`src/rtl/neuron_sad_pkg.sv`:
```
// Shared types and sizing helpers for the neuron SAD accumulator.
package neuron_sad_pkg;

    // Frame FSM states
    typedef enum logic [1:0] {
        StIdle,
        StAccum,
        StDrain,
        StDone
    } state_e;

    // Operand width the prefix subtractor is built for
    localparam int unsigned DefaultDataW = 8;

    // Accumulator width that can never overflow for n_pairs operands of data_w bits
    function automatic int unsigned sad_acc_width(input int unsigned n_pairs,
                                                  input int unsigned data_w);
        return data_w + $clog2(n_pairs);
    endfunction

endpackage

```
`src/rtl/sklansky_subtractor_8bit.sv`:
```
// 8-bit Sklansky prefix subtractor: computes a + ~b + 1.
// cout_o is 1 when a >= b (no borrow).
module sklansky_subtractor_8bit (
    input  logic [7:0] a_i,
    input  logic [7:0] b_i,
    output logic [7:0] diff_o,
    output logic       cout_o
);

    logic [7:0] prop;
    logic [7:0] grp_g;
    logic [7:0] grp_p;
    logic [7:0] carry;

    // Bit-level G/P, three Sklansky levels done in place, then sum bits
    always_comb begin
        prop  = a_i ^ ~b_i;
        grp_g = a_i & ~b_i;
        grp_p = prop;
        // Carry-in of 1 folded into the bit-0 generate
        grp_g[0] = grp_g[0] | prop[0];
        for (int lvl = 0; lvl < 3; lvl++) begin
            // Descending order keeps lower-half partners unmodified within a level
            for (int i = 7; i >= 0; i--) begin
                if (((i >> lvl) & 1) != 0) begin
                    grp_g[i] = grp_g[i] | (grp_p[i] & grp_g[((i >> lvl) << lvl) - 1]);
                    grp_p[i] = grp_p[i] & grp_p[((i >> lvl) << lvl) - 1];
                end
            end
        end
        carry  = {grp_g[6:0], 1'b1};
        diff_o = prop ^ carry;
        cout_o = grp_g[7];
    end

endmodule

```
`src/rtl/neuron_sad_accumulator.sv`:
```
// Streaming sum-of-absolute-differences engine, one frame of N_PAIRS pairs per start.
// Optional build macro NEURON_SAD_SATURATE_EN: accumulator saturates instead of wrapping.
module neuron_sad_accumulator
    import neuron_sad_pkg::*;
#(
    parameter int unsigned DATA_W  = DefaultDataW,
    parameter int unsigned N_PAIRS = 16,
    parameter int unsigned ACC_W   = sad_acc_width(N_PAIRS, DATA_W)
) (
    input  logic              clk,
    input  logic              rst,
    input  logic              start_i,
    input  logic [DATA_W-1:0] a_i,
    input  logic [DATA_W-1:0] b_i,
    input  logic              in_valid_i,
    output logic              in_ready_o,
    output logic              busy_o,
    output logic [ACC_W-1:0]  sad_o,
    output logic              sad_valid_o
);

    localparam int unsigned CntW = (N_PAIRS > 1) ? $clog2(N_PAIRS) : 1;
    localparam logic [CntW-1:0] LastCnt = CntW'(N_PAIRS - 1);

    state_e            state_q;
    logic [CntW-1:0]   count_q;
    logic [DATA_W-1:0] diff_r_q;
    logic              diff_v_q;
    logic [ACC_W-1:0]  acc_q;
    logic [ACC_W-1:0]  acc_d;
    logic [ACC_W-1:0]  sad_q;
    logic              sad_valid_q;

    logic [7:0]        raw_diff;
    logic              raw_cout;
    logic [DATA_W-1:0] abs_diff;
    logic              in_ready;
    logic              accept;

    sklansky_subtractor_8bit u_sub (
        .a_i   (a_i),
        .b_i   (b_i),
        .diff_o(raw_diff),
        .cout_o(raw_cout)
    );

    // Borrow means a < b, so negate the raw difference
    assign abs_diff = raw_cout ? raw_diff : (~raw_diff + 8'd1);

    // Ready is a pure state decode so in_valid never loops back combinationally
    assign in_ready = (state_q == StAccum);
    assign accept   = in_valid_i & in_ready;

`ifdef NEURON_SAD_SATURATE_EN
    logic [ACC_W:0] acc_sum;

    // Saturating accumulate: clamp to all-ones on carry out
    always_comb begin
        acc_sum = {1'b0, acc_q} + (ACC_W + 1)'(diff_r_q);
        acc_d   = acc_sum[ACC_W] ? '1 : acc_sum[ACC_W-1:0];
    end
`else
    // Wrapping accumulate
    always_comb begin
        acc_d = acc_q + ACC_W'(diff_r_q);
    end
`endif

    // Frame FSM, diff pipeline register, accumulator and registered result
    always_ff @(posedge clk) begin
        if (rst) begin
            state_q     <= StIdle;
            count_q     <= '0;
            diff_r_q    <= '0;
            diff_v_q    <= 1'b0;
            acc_q       <= '0;
            sad_q       <= '0;
            sad_valid_q <= 1'b0;
        end else begin
            sad_valid_q <= 1'b0;
            diff_v_q    <= 1'b0;
            if (diff_v_q) begin
                acc_q <= acc_d;
            end
            unique case (state_q)
                StIdle: begin
                    if (start_i) begin
                        acc_q   <= '0;
                        count_q <= '0;
                        state_q <= StAccum;
                    end
                end
                StAccum: begin
                    if (accept) begin
                        diff_r_q <= abs_diff;
                        diff_v_q <= 1'b1;
                        count_q  <= count_q + 1'b1;
                        if (count_q == LastCnt) begin
                            state_q <= StDrain;
                        end
                    end
                end
                StDrain: begin
                    state_q <= StDone;
                end
                StDone: begin
                    sad_q       <= acc_q;
                    sad_valid_q <= 1'b1;
                    state_q     <= StIdle;
                end
                default: state_q <= StIdle;
            endcase
        end
    end

    assign in_ready_o  = in_ready;
    assign busy_o      = (state_q != StIdle);
    assign sad_o       = sad_q;
    assign sad_valid_o = sad_valid_q;

endmodule

```
`config.mk`:
```
export PLATFORM = sky130hd
export DESIGN_NAME = neuron_sad_accumulator
export DESIGN_NICKNAME = d
export VERILOG_FILES = /design/src/rtl/neuron_sad_pkg.sv /design/src/rtl/sklansky_subtractor_8bit.sv /design/src/rtl/neuron_sad_accumulator.sv
export SDC_FILE = /design/constraint.sdc
export NUM_CORES = 1
export LEC_CHECK = 0
export BUFFER_PORTS_ARGS = -buffer_cell sky130_fd_sc_hd__buf_4
export CORE_MARGIN = 5
export CORE_UTILIZATION = 42
export DETAILED_ROUTE_END_ITERATION = 16
export MAX_ROUTING_LAYER = met4
export PLACE_DENSITY = 0.6
export SLEW_MARGIN = 20
export SYNTH_ARGS = -nofsm -noshare
export SYNTH_HDL_FRONTEND = slang
export SYNTH_SLANG_ARGS = --single-unit
```
`constraint.sdc`:
```
create_clock -name clk -period 7.2 [get_ports clk]
set_input_delay 0.36 -clock clk [delete_from_list [all_inputs] [get_ports clk]]
set_output_delay 0.36 -clock clk [all_outputs]
set_load 0.02 [all_outputs]
```
# After elaboration in Yosys (flattened, before gate mapping)
# Cells that the tools add are included.
[totals]
register_bits = 40
inputBits = 20
wordCells = 74
[op_classes]
n_addsub = 3
eq_ne = 7
muxes = 13
bitwise_logic = 37
reduce_logical = 7
[ops]
columns = ["operator", "n"]
rows = [
  ["2-to-1 mux 12 bit", 3],
  ["AND 1 bit", 18],
  ["inverter 8 bit", 2],
  ["bitwise XOR 8 bit", 2],
  ["bitwise OR 1 bit", 13],
  ["adder 12 x 8 -> 12 bit", 1],
  ["adder 8 x 1 -> 8 bit (second input constant)", 1],
  ["AND 8 bit", 1],
  ["2-to-1 mux 4 bit", 2],
  ["2-to-1 mux 8 bit", 1],
  ["case mux 2 bit (4 select lines)", 1],
  ["case mux 4 bit (2 select lines)", 1],
  ["2-to-1 mux 2 bit", 3],
  ["AND reduction 3 bit", 2],
  ["adder 4 x 1 -> 4 bit (second input constant)", 1],
  ["equality test 2 bit (second input constant)", 2],
  ["equality test 4 bit (second input constant)", 1],
  ["!= test 2 x 1 -> 1 bit (second input constant)", 2],
  ["nonzero test 2 bit", 2],
  ["equality test 2 x 1 -> 1 bit (second input constant)", 1],
  ["zero test 2 bit", 1],
  ["2-to-1 mux 1 bit", 2],
  ["!= test 2 bit (second input constant)", 1],
  ["AND reduction 2 bit", 1],
  ["other kinds (2)", 2],
]

# Longest topological paths before layout
# Gate-level depths: netlist of run 1.
[depth]
ltp_word = 13
mapped_depth = 13

# Cells and area by module
# From an unflattened synthesis of run 1, not the netlist that was laid out.
[unflattened]
hier_cells = 272
hier_area_um2 = 2418.6
[modules_own_cells]
columns = ["module", "instances", "cells_each", "area_each_um2", "seq_area_each_um2"]
rows = [
  ["neuron_sad_accumulator", 1, 230, 2080.7, 800.8],
  ["sklansky_subtractor_8bit", 1, 42, 337.8, 0.0],
]

# Worst setup path after synthesis of run 1
# Ideal clock, no wire load.
[synth_timing]
path_kind = "input to register"
start = "in a_i[0]"
end = "reg diff_r_q[7]"
setup_time_ns = 0.062
t_arrival_ns = 2.928
required_time_ns = 7.138
slack_ns = 4.210
cell_stages = 13
cell_sequence = "inv_1 ha_1 inv_1 fa_1 a21o_1 a21oi_1 fa_1 nand4b_1 nor2b_4 and4_1 a211o_1 or4b_1 nand3_1"
[synth_via]
elab_chain_len = 12
[synth_lines]
columns = ["item", "line", "source"]
rows = [
  ["start: declaration", "neuron_sad_accumulator.sv:13", "input logic [DATA_W-1:0] a_i,"],
  ["AND 8 bit / bitwise XOR 8 bit (equally long branches)", "sklansky_subtractor_8bit.sv:18, sklansky_subtractor_8bit.sv:17", ""],
  ["bitwise OR 1 bit", "sklansky_subtractor_8bit.sv:21", "grp_g[0] = grp_g[0] | prop[0];"],
  ["AND 1 bit", "sklansky_subtractor_8bit.sv:26", "grp_g[i] = grp_g[i] | (grp_p[i] & grp_g[((i >> lvl) << lvl) - 1]);"],
  ["bitwise OR 1 bit", "sklansky_subtractor_8bit.sv:26", ""],
  ["AND 1 bit", "sklansky_subtractor_8bit.sv:26", ""],
  ["bitwise OR 1 bit", "sklansky_subtractor_8bit.sv:26", ""],
  ["AND 1 bit", "sklansky_subtractor_8bit.sv:26", ""],
  ["bitwise OR 1 bit", "sklansky_subtractor_8bit.sv:26", ""],
  ["bitwise XOR 8 bit", "sklansky_subtractor_8bit.sv:32", "diff_o = prop ^ carry;"],
  ["inverter 8 bit", "neuron_sad_accumulator.sv:48", "assign abs_diff = raw_cout ? raw_diff : (~raw_diff + 8'd1);"],
  ["adder 8 x 1 -> 8 bit", "neuron_sad_accumulator.sv:48", ""],
  ["2-to-1 mux 8 bit (*)", "neuron_sad_accumulator.sv:48", ""],
  ["end signal: assignment", "neuron_sad_accumulator.sv:95", "diff_r_q <= abs_diff;"],
  ["end: declaration", "neuron_sad_accumulator.sv:27", "logic [DATA_W-1:0] diff_r_q;"],
]
# Mark *: on every way between the ends. The rest lies on a longest branch, timed or not.
# A chain may end at the register's enable or synchronous reset.

# Worst setup path after layout of run 1
# Same ends and word-level chain as after synthesis.

==> summary.md, run 1 <==
| Metric | Value |
|---|---|
| Mapped Area | `2340 um^2` |
| Critical Path Sink Type | `flop` |
| Yosys reg bits | `40` |
| GRT Resource Usage Total | `14.0%` |
| Cell row count | `27` |
| Worst hold path type | `input port to flop` |
| Post-route DRC | `0` |
| Leak | `1.25 nW` |
| Yosys warns | `0` |
| Pin count of the biggest net entering global routing | `25` |
| Worst-Margin Slew | `0.749 ns` |
| Core Region | `5470 um^2` |
| Final min period | `2.96 ns` |
| CTS tree | `built` |
| Fin cells | `376` |
| Skew final | `0.00832 ns` |
| Syn Inst Count | `269` |
| Die height | `84.7 um` |
| Ys async rst share | `0%` |
| Leading area contributor after synthesis | `dfxtp_1` |
| H-tree levels | `2` |
| Net Sw Frac | `33.2%` |
| Dpl ws | `3.95 ns` |
| Cts bufs inserted | `5` |
| Commonest non-fill, non-tap cell in the layout | `dfxtp_1` |
| NetSw | `0.219 mW` |
| PortBufs | `34` |
| Power Dens Cells | `237 nW/um^2` |
| Final Slew Violations | `0` |
| Setup WS post-layout | `4.24 ns` |
| Setup slack, reg-to-reg | `5.19 ns` |
| Detail Placement HPWL | `3540 um` |
| Slew HR | `50.0%` |
| Commonest cells after routing, fill and taps aside | `dfxtp_1 (40), nor2_1 (36), buf_4 (34)` |
| Final setup fails | `0` |
| Antenna-violating nets left | `0` |
| Crit share post-route | `41.1%` |
| Post-synth EDFFs | `0` |
| Fin Setup TNS | `0 ns` |
| Filler cells | `557` |
| Peak supply drop | `0.170 mV` |
| Vias per cell | `4.94` |
| Pre-antenna DRT Iters | `4` |
| Final Hold Fails | `0` |
| Area grow syn2layout | `18.8%` |
| Logic pwr share | `31.6%` |
| First-pass GRT wire length | `8030 um` |
| Max cap viols | `0` |
| Wire length per cell after detailed routing | `12.2 um` |
| DR iter-0 viols | `84` |
| CP max-delay cell | `fa_1` |
| Die W | `84.7 um` |
| Setup CP Type | `input port to flop` |
| GRT overflow | `0` |
| Required time of the critical path | `7.43 ns` |
| Status | `finished clean` |
| Count of cell types in the netlist | `39` |
| DR vias | `1,858` |
| Worst path cell trace | `buf_4 > inv_1 > ha_1 > inv_1 > fa_1 > a21o_1 > a21oi_1 > fa_1 > nand4b_1 > nor2b_4 > and4_1 > a211o_1 > or4b_1 > nand3_1` |
| Post-synthesis sequential area ratio | `34.2%` |
| Vias in the first global route | `1,780` |
| Nets | `349` |
| Post-synth top area share | `34.2%` |
| Initial antenna violation count | `0` |
| Clock Tree Root | `clkbuf_8` |
| CTS sink cnt | `40` |
| Clk slew on worst S/H paths | `0.07 ns` |
| Worst Hold Path Cells | `3` |
| Critical Path Fanout Max | `4` |
| Die ar. | `7170 um^2` |
| Bufs on Longest Clock Path | `2` |
| CP startpoint kind | `input port` |
| RSZ-0062 raised after global routing | `no` |
| Share of layout cells above drive strength 1 | `14.5%` |
| Setup bufs post-CTS | `0` |
| CP arrival | `3.19 ns` |
| Clock network power share | `29.0%` |
| Post-CTS resize count | `0` |
| Power share of the sequential group | `39.4%` |
| RePlAce Congestion | `0.790` |
| R2R depth | `8` |
| Final Util | `50.9%` |
| Synthesized area per cell | `8.71 um^2` |
| Internal power | `0.441 mW` |
| Clk Latency, worst-skew pair | `0.29 ns` |
| Syn_nets | `315` |
| Fmax achieved | `0.338 GHz` |
| Post-Route WL | `4580 um` |
| Top cells by area, synth | `dfxtp_1 (34%), ha_1 (12%), mux2i_1 (7.7%), nor2_1 (5.8%), xor2_1 (3.7%)` |
| Hold buffers post-CTS | `0` |
| Antenna diode count | `0` |
| Initial Utilization | `42.8%` |
| Main flop type after synthesis | `dfxtp_1` |
| I/O Pins | `35` |
| Placed cell count | `368` |
| CP peak stage delay | `0.48 ns` |
worst max-delay path, delay by kind of cell:
kind	cells	cell delay, ns
adder cells (fa/ha/maj)	3	0.98
buffers and inverters	3	0.19
AND/OR/NAND/NOR	5	0.99
AO/OA/AOI/OAI	3	0.66
per-layer routing:
metal	GRT usage [%]	up-vias	part of all wire [%]
li1	-	1004	-
met1	18.5	816	50
met2	21.6	31	45
met3	2.85	7	3.6
met4	3.88	0	1.3
met5	-	-	0
synthesized netlist by cell type (all sizes together) (3+ instances only):
cell type	instances
fa	4
a31oi	3
nand2	12
o21ai	17
nand3	11
xor2	10
ha	22
nor2	36
xnor2	6
a21o	7
a211oi	3
clkbuf	5
dfxtp	40
nor3	3
inv	20
and3	4
nor2b	4
nand4	6
a21oi	14
mux2i	18
power by group through the flow:
stage	clock [mW]	combinational, mW	sequential, mW
floorplan	0	0.162	0.258
global route	0.206	0.240	0.263
CTS	0.198	0.211	0.260
finish	0.192	0.208	0.260
global placement	0	0.209	0.265
detailed placement	0	0.210	0.265
area by class of cell:
class	count	area, um^2	area share (%)
clock buffer	6	82.6	2.97
timing repair buffer	34	255	9.17
tap	72	90.1	3.24
multi-input combinational	202	1440	51.8
clock inverter	2	38.8	1.39
sequential	40	801	28.8
inverter	20	75.1	2.70
worst paths after layout:
kind                from           to
max               a_i[0]  diff_r_q[7]
min           in_valid_i   count_q[1]
max reg2reg     acc_q[0]     acc_q[8]
min reg2reg  diff_r_q[2]  diff_r_q[2]
cells by family after synthesis:
| logic type | count (synthesis) | synth area share, % |
|---|---|---|
| AND/OR/NAND/NOR | 89 | 19.0 |
| AO/OA/AOI/OAI | 53 | 13.7 |
| flip-flops | 40 | 34.2 |
| buffers and inverters | 27 | 4.32 |
| adder cells (fa/ha/maj) | 26 | 15.2 |
| multiplexers | 18 | 7.69 |
| XOR/XNOR | 16 | 5.98 |
flip-flops by register name (all words and copies together) (netlist names):
signal       flops
count_q          4
sad_o           12
acc_q           12
state_q          2
sad_valid_o      1
diff_v_q         1
diff_r_q         8
through the flow:
stage	instance area [um^2]	power, mW	hold slack (ns)
after floorplan	2340	0.420	0.432
after global placement	2660	0.474	0.451
after detailed placement	2660	0.476	0.455
after CTS	2780	0.670	0.404
after global routing	2780	0.710	0.412
final	2780	0.660	0.411
Power figures use the tool's default switching activity.
==> run 2: changes to the inputs <==
- PLACE_DENSITY: 0.6 -> 0.62
- clock period: 7.2 -> 2.6 ns (I/O delays scaled with it)
==> run 2 against run 1 <==
Effect of this change: sequential power rose to 2.7 times the previous value; non-clock buffer count rose by 6; largest power group unchanged; worst hold slack got worse by 0.25 ns; via count rose by 2.1%; combinational power rose to 2.9 times the previous value; critical path depth did not move; setup slack got worse by 4.2 ns; wire length rose by 1.7%; total power rose to 2.8 times the previous value; sequential share of layout area fell by 0.47 points; global-route usage rose by 0.14 points.
==> summary.md, run 2 (synthesis gave the netlist of run 1 again) <==
| Metric | Value |
|---|---|
| Status | `finished clean` |
| H-tree levels | `2 (unchanged)` |
| Worst Path Buf+Inv | `3 (unchanged)` |
| NetSw | `0.617 mW (+180%)` |
| CP startpoint kind | `input port` |
| Share of layout cells above drive strength 1 | `17.1% (+2.6 points)` |
| Final min period | `2.54 ns` |
| DR iter-0 viols | `54 (-36%)` |
| Leak | `1.27 nW (+1.6%)` |
| Die W | `84.7 um (unchanged)` |
| Power Dens Cells | `645 nW/um^2 (+170%)` |
| Final Slew Violations | `0 (unchanged)` |
| Initial Utilization | `42.8% (unchanged)` |
| Vias per cell | `4.97 (+0.50%)` |
| Initial antenna violation count | `0 (unchanged)` |
| Max cap viols | `0 (unchanged)` |
| Required time of the critical path | `2.84 ns (-4.59 ns)` |
| Final Util | `51.7% (+0.85 points)` |
| Slew HR | `47.8% (-2.2 points)` |
| Commonest cells after routing, fill and taps aside | `dfxtp_1 (40), buf_4 (40), nor2_1 (36)` |
| Worst setup path end | `diff_r_q[7]` |
| GRT overflow | `0 (unchanged)` |
| Setup slack, reg-to-reg | `0.58 ns (-4.61 ns)` |
| CP arrival | `2.77 ns (-0.42 ns)` |
| Area grow syn2layout | `20.8%` |
| GRT Resource Usage Total | `14.1% (+0.14 points)` |
| Hold buffers post-CTS | `0 (unchanged)` |
| Crit Reg-Reg Startpoint | `diff_r_q[0]` |
| Die ar. | `7170 um^2 (unchanged)` |
| Most used cell, CP | `inv_1` |
| Crit path launch | `a_i[0]` |
| Die height | `84.7 um (unchanged)` |
| Core Region | `5470 um^2 (unchanged)` |
| CP max-delay cell | `or4b_1` |
| CTS sink cnt | `40 (unchanged)` |
| Final Hold Fails | `0 (unchanged)` |
| Bufs on Longest Clock Path | `2 (unchanged)` |
| R2R depth | `8 (unchanged)` |
| Pre-antenna DRT Iters | `4 (unchanged)` |
| Net Sw Frac | `33.8% (+0.61 points)` |
| Wire length per cell after detailed routing | `12.2 um (+0.13%)` |
| RePlAce Congestion | `0.828 (+4.8%)` |
| PortBufs | `34 (unchanged)` |
| DR vias | `1,897 (+2.1%)` |
| Nets | `355 (+1.7%)` |
| Cts bufs inserted | `5 (unchanged)` |
| Reg-to-Reg End | `acc_q[8]` |
| Pin count of the biggest net entering global routing | `25 (unchanged)` |
| Design Power | `1.83 mW (+180%)` |
| Worst path cell trace | `buf_4 > inv_1 > ha_1 > inv_1 > fa_2 > a21o_1 > a21oi_2 > fa_1 > nand4b_1 > nor2b_4 > and4_1 > a211o_1 > or4b_1 > nand3_1` |
| Critical Path Fanout Max | `3 (-1)` |
| Crit share post-route | `97.6%` |
| Peak supply drop | `0.403 mV (+140%)` |
| Kind of cell adding the most delay to the critical path | `simple AND/OR/NAND/NOR gates` |
| Fmax achieved | `0.394 GHz` |
| Antenna diode count | `0 (unchanged)` |
| Power share of the sequential group | `39.0% (-0.4 points)` |
| Clock Tree Root | `clkbuf_8` |
| Placement Cell Area | `2710 um^2 (+1.6%)` |
| Detail Placement HPWL | `3560 um (+0.34%)` |
| CP peak stage delay | `0.46 ns (-0.02 ns)` |
| Critical Path Sink Type | `flop` |
| I/O Pins | `35 (unchanged)` |
| Clock network power share | `27.6% (-1.4 points)` |
| Cell row count | `27 (unchanged)` |
| Logic pwr share | `33.4% (+1.8 points)` |
| Worst path depth | `14 (unchanged)` |
| Final setup fails | `0 (unchanged)` |
| Skew final | `0.00387 ns (-0.00445 ns)` |
| Post-route DRC | `0 (unchanged)` |
| CTS tree | `built` |
| Clk Latency, worst-skew pair | `0.29 ns (about the same)` |
| Post-Route WL | `4660 um (+1.7%)` |
| Worst-Margin Slew | `0.783 ns (+0.0335 ns)` |
| Worst hold path type | `input port to flop` |
| Setup CP Type | `input port to flop` |
| First-pass GRT wire length | `8240 um (+2.6%)` |
| Antenna-violating nets left | `0 (unchanged)` |
| RSZ-0062 raised after global routing | `yes` |
| Vias in the first global route | `1,881 (+5.7%)` |
| Filler cells | `547 (-1.8%)` |
| Clk slew on worst S/H paths | `0.08 ns (about the same)` |
| Post-route cell area | `2830 um^2 (+1.7%)` |
| Internal power | `1.21 mW (+170%)` |
-- run 2: cell types whose count changed in the layout (fill, tap and decap cells not counted) --
cell,delta
fa_1,-1
fa_2,+1
clkinv_4,-1
buf_4,+6
clkbuf_8,-1
a21oi_1,-1
clkinvlp_4,+1
a21oi_2,+1
and3_1,-1
and3_4,+1
clkinv_2,+1
-- run 2: through the flow --
stage	cells	hold slack, ns	setup TNS, ns	setup WS [ns]
final	382	0.157	0	0.0622
after global routing	382	0.156	-0.0820	-0.0820
after CTS	381	0.150	0	0.0302
after detailed placement	373	0.454	-0.275	-0.275
after global placement	373	0.449	-0.216	-0.216
after floorplan	269	0.202	-0.0677	-0.0677
-- run 2: power by group through the flow --
stage	Combinational (mW)	Clock (mW)	Sequential (mW)
6_report	0.610	0.504	0.712
5_1_grt	0.694	0.547	0.720
4_1_cts	0.611	0.522	0.713
3_5_place_dp	0.607	0	0.727
3_3_place_gp	0.598	0	0.725
2_1_floorplan	0.450	0	0.714
-- run 2: layout make-up --
type	count	area, um^2	share of cell area [%]
Tap cell	72	90.1	3.18
Multi-Input combinational cell	202	1450	51.3
Timing Repair Buffer	40	300	10.6
Clock buffer	5	68.8	2.43
Clock inverter	3	42.5	1.50
Sequential cell	40	801	28.3
Inverter	20	75.1	2.65
-- run 2: timing repair --
| item | CTS | global route |
|---|---|---|
| setup buffers | 0 | 1 |
| gates resized for setup | 0 | 1 |
| endpoints found under the setup margin | 0 | 1 |
-- run 2: worst min path at each step --
stage                            from           to  cells past startpoint
after floorplan                   rst  sad_valid_o                      1
after global placement    diff_r_q[4]  diff_r_q[4]                      2
after detailed placement  diff_r_q[2]  diff_r_q[2]                      2
after CTS                  in_valid_i   count_q[1]                      3
after global routing       in_valid_i   count_q[1]                      3
final                      in_valid_i   count_q[1]                      3
-- run 2: worst min-delay path, cell delays in order --
cell,delay (ns)
buf_4,0.13
nand4_1,0.08
a21oi_1,0.06
-- run 2: per-layer routing --
layer  GRT usage, %  vias up  routed length, um
met4           4.75        0                 65
li1               -     1011                  -
met2           23.3       36               2180
met3           3.43        5                204
met1           16.8      845               2220
met5              -        -                  0
==> run 3: changes to the inputs <==
- BUFFER_PORTS_ARGS: -buffer_cell sky130_fd_sc_hd__buf_4 -> unset
- CTS_CLUSTER_DIAMETER: unset -> 40
- DONT_BUFFER_PORTS: unset -> 1
- PLACE_DENSITY: 0.62 -> 0.57
==> run 3 against run 2 <==
Effect of this change: total power fell by 8.5%; combinational power fell by 9.3%; final area fell by 10%; non-clock buffer count fell by 34; fmax rose by 4.3%; die area did not move; flip-flop and latch count did not move; global-route usage fell by 0.13 points; critical path type unchanged.
==> summary.md, run 3 (synthesis gave the netlist of run 1 again) <==
| Metric | Value |
|---|---|
| Commonest non-fill, non-tap cell in the layout | `dfxtp_1` |
| Final min period | `2.43 ns (-0.105 ns)` |
| Kind of cell adding the most delay to the critical path | `simple AND/OR/NAND/NOR gates` |
| First-pass GRT wire length | `7980 um (-3.1%)` |
| GRT overflow | `0 (unchanged)` |
| Critical Path Sink Type | `flop` |
| Worst Path Buf+Inv | `2 (-1)` |
| Pin count of the biggest net entering global routing | `22 (-12%)` |
| RePlAce Congestion | `0.812 (-2.0%)` |
| Multi-input combinational cell area | `1450 um^2 (-0.34%)` |
| Power share of the sequential group | `43.3% (+4.3 points)` |
| Initial Utilization | `42.8% (unchanged)` |
| Worst path cell trace | `inv_1 > ha_1 > inv_1 > fa_2 > a21o_1 > a21oi_2 > fa_1 > nand4b_1 > nor2b_4 > and3_1 > a211o_1 > or4b_1 > nand3_1` |
| I/O Pins | `35 (unchanged)` |
| Sequential cell area | `801 um^2 (unchanged)` |
| R2R depth | `8 (unchanged)` |
| PortBufs | `0 (-100%)` |
| Crit share post-route | `93.6% (-4.0 points)` |
| Antenna diode count | `0 (unchanged)` |
| Post-CTS resize count | `0 (unchanged)` |
| Setup slack, reg-to-reg | `0.62 ns (+0.04 ns)` |
| Worst-Margin Slew | `0.823 ns (+0.0402 ns)` |
| Status | `finished clean` |
| Die height | `84.7 um (unchanged)` |
| Logic pwr share | `33.1% (-0.3 points)` |
| Skew final | `0.00691 ns (+0.00305 ns)` |
| RSZ-0062 raised after global routing | `no` |
| Worst Hold Launch | `in_valid_i` |
| Clk slew on worst S/H paths | `0.07 ns (about the same)` |
| Clock network power share | `23.6% (-4.0 points)` |
| CP max-delay cell | `or4b_1` |
| Die ar. | `7170 um^2 (unchanged)` |
| Power Dens Cells | `657 nW/um^2 (+1.9%)` |
| Final setup fails | `0 (unchanged)` |
| Final Hold Fails | `0 (unchanged)` |
| Setup bufs post-CTS | `0 (unchanged)` |
| NetSw | `0.601 mW (-2.6%)` |
| CP startpoint kind | `input port` |
| Slew HR | `44.9% (-2.9 points)` |
| Dpl ws | `-0.136 ns (+0.139 ns)` |
| Vias per cell | `5.11 (+2.9%)` |
| Critical Path Fanout Max | `4 (+1)` |
| H-tree levels | `2 (unchanged)` |
| Clock Tree Root | `clkbuf_8` |
| Hold endpoint | `count_q[1]` |
| Required time of the critical path | `2.83 ns (about the same)` |
| Pre-antenna DRT Iters | `4 (unchanged)` |
| Share of layout cells above drive strength 1 | `5.82% (-11 points)` |
| Post-route DRC | `0 (unchanged)` |
| Cts bufs inserted | `5 (unchanged)` |
| GRT Resource Usage Total | `14.0% (-0.13 points)` |
| CP arrival | `2.66 ns (-0.11 ns)` |
| Area grow syn2layout | `8.49%` |
| Placement Cell Area | `2450 um^2 (-9.4%)` |
| CTS tree | `built` |
| Filler cells | `554 (+1.3%)` |
| Commonest cells after routing, fill and taps aside | `dfxtp_1 (40), nor2_1 (36), ha_1 (22)` |
| Setup CP Type | `input port to flop` |
| Cell row count | `27 (unchanged)` |
| Initial antenna violation count | `0 (unchanged)` |
| Post-route cell area | `2540 um^2 (-10%)` |
| Reg-to-Reg End | `acc_q[6]` |
| Fmax achieved | `0.411 GHz (+4.3%)` |
| CP peak stage delay | `0.46 ns (about the same)` |
| Net Sw Frac | `36.0% (+2.2 points)` |
| Die W | `84.7 um (unchanged)` |
| Max cap viols | `0 (unchanged)` |
| Post-Route WL | `4590 um (-1.6%)` |
| DR iter-0 viols | `36 (-33%)` |
| DR vias | `1,774 (-6.5%)` |
| Antenna-violating nets left | `0 (unchanged)` |
| Internal power | `1.07 mW (-12%)` |
| Design Power | `1.67 mW (-8.5%)` |
| Bufs on Longest Clock Path | `2 (unchanged)` |
| Clk Latency, worst-skew pair | `0.29 ns (about the same)` |
| Crit Reg-Reg Startpoint | `diff_r_q[0]` |
| Most used cell, CP | `inv_1` |
| Core Region | `5470 um^2 (unchanged)` |
| Final Slew Violations | `0 (unchanged)` |
| Wire length per cell after detailed routing | `13.2 um (+8.3%)` |
| CTS sink cnt | `40 (unchanged)` |
| Nets | `321 (-9.6%)` |
| Worst Hold Path Cells | `2 (-1)` |
| Peak supply drop | `0.369 mV (-8.2%)` |
| Worst hold path type | `input port to flop` |
| Hold buffers post-CTS | `1 (+1)` |
| Vias in the first global route | `1,684 (-10%)` |
| Setup WS post-layout | `0.167 ns (+0.105 ns)` |
| Leak | `1.09 nW (-15%)` |
| Detail Placement HPWL | `3490 um (-1.9%)` |
==> run 3: how the worst max path moves through the flow <==
stage,from,end,cells after the start
after CTS,a_i[0],diff_r_q[7],13
after global routing,a_i[0],diff_r_q[7],13
after global placement,a_i[0],diff_r_q[7],13
final,a_i[0],diff_r_q[7],13
after floorplan,a_i[0],diff_r_q[7],13
after detailed placement,a_i[0],diff_r_q[7],13
==> run 3: metal layers <==
layer | vias up | routed length, um | GRT usage [%]
met5 | - | 0 | -
li1 | 950 | - | -
met3 | 5 | 218 | 4.71
met1 | 791 | 2350 | 17.6
met4 | 0 | 65 | 3.88
met2 | 28 | 1960 | 21.4
==> run 3: power by group through the flow <==
stage | Sequential (mW) | Combinational (mW) | Clock, mW
final | 0.724 | 0.553 | 0.394
after floorplan | 0.714 | 0.450 | 0
after detailed placement | 0.740 | 0.550 | 0
after global routing | 0.733 | 0.640 | 0.431
after global placement | 0.738 | 0.542 | 0
after CTS | 0.726 | 0.559 | 0.409
==> run 3: worst reg2reg max path, cell delays in order, from the launching register on <==
cell and delay [ns]:
dfxtp_1 0.33, ha_1 0.23, fa_1 0.41, a21o_1 0.17, a21oi_1 0.27, nor2_1 0.07, o21ai_1 0.19, or4b_1 0.14
nand3_1 0.06
==> run 3: area by class of cell <==
cell class / count / share of cell area [%]
Clock buffer: 5 / 2.71
Clock inverter: 2 / 0.492
Inverter: 20 / 2.95
Multi-Input combinational cell: 202 / 56.9
Sequential cell: 40 / 31.5
Tap cell: 72 / 3.54
Timing Repair Buffer: 6 / 1.87
==> run 3: stage by stage <==
step / hold slack (ns) / util [%] / setup TNS, ns / cells
2_1_floorplan: 0.202 / - / -0.0677 / 269
3_3_place_gp: 0.205 / 44.8 / -0.102 / 339
3_5_place_dp: 0.206 / 44.8 / -0.136 / 339
4_1_cts: 0.00352 / 46.5 / 0 / 347
5_1_grt: 0.0155 / 46.5 / 0 / 347
6_report: 0.0109 / 46.5 / 0 / 347
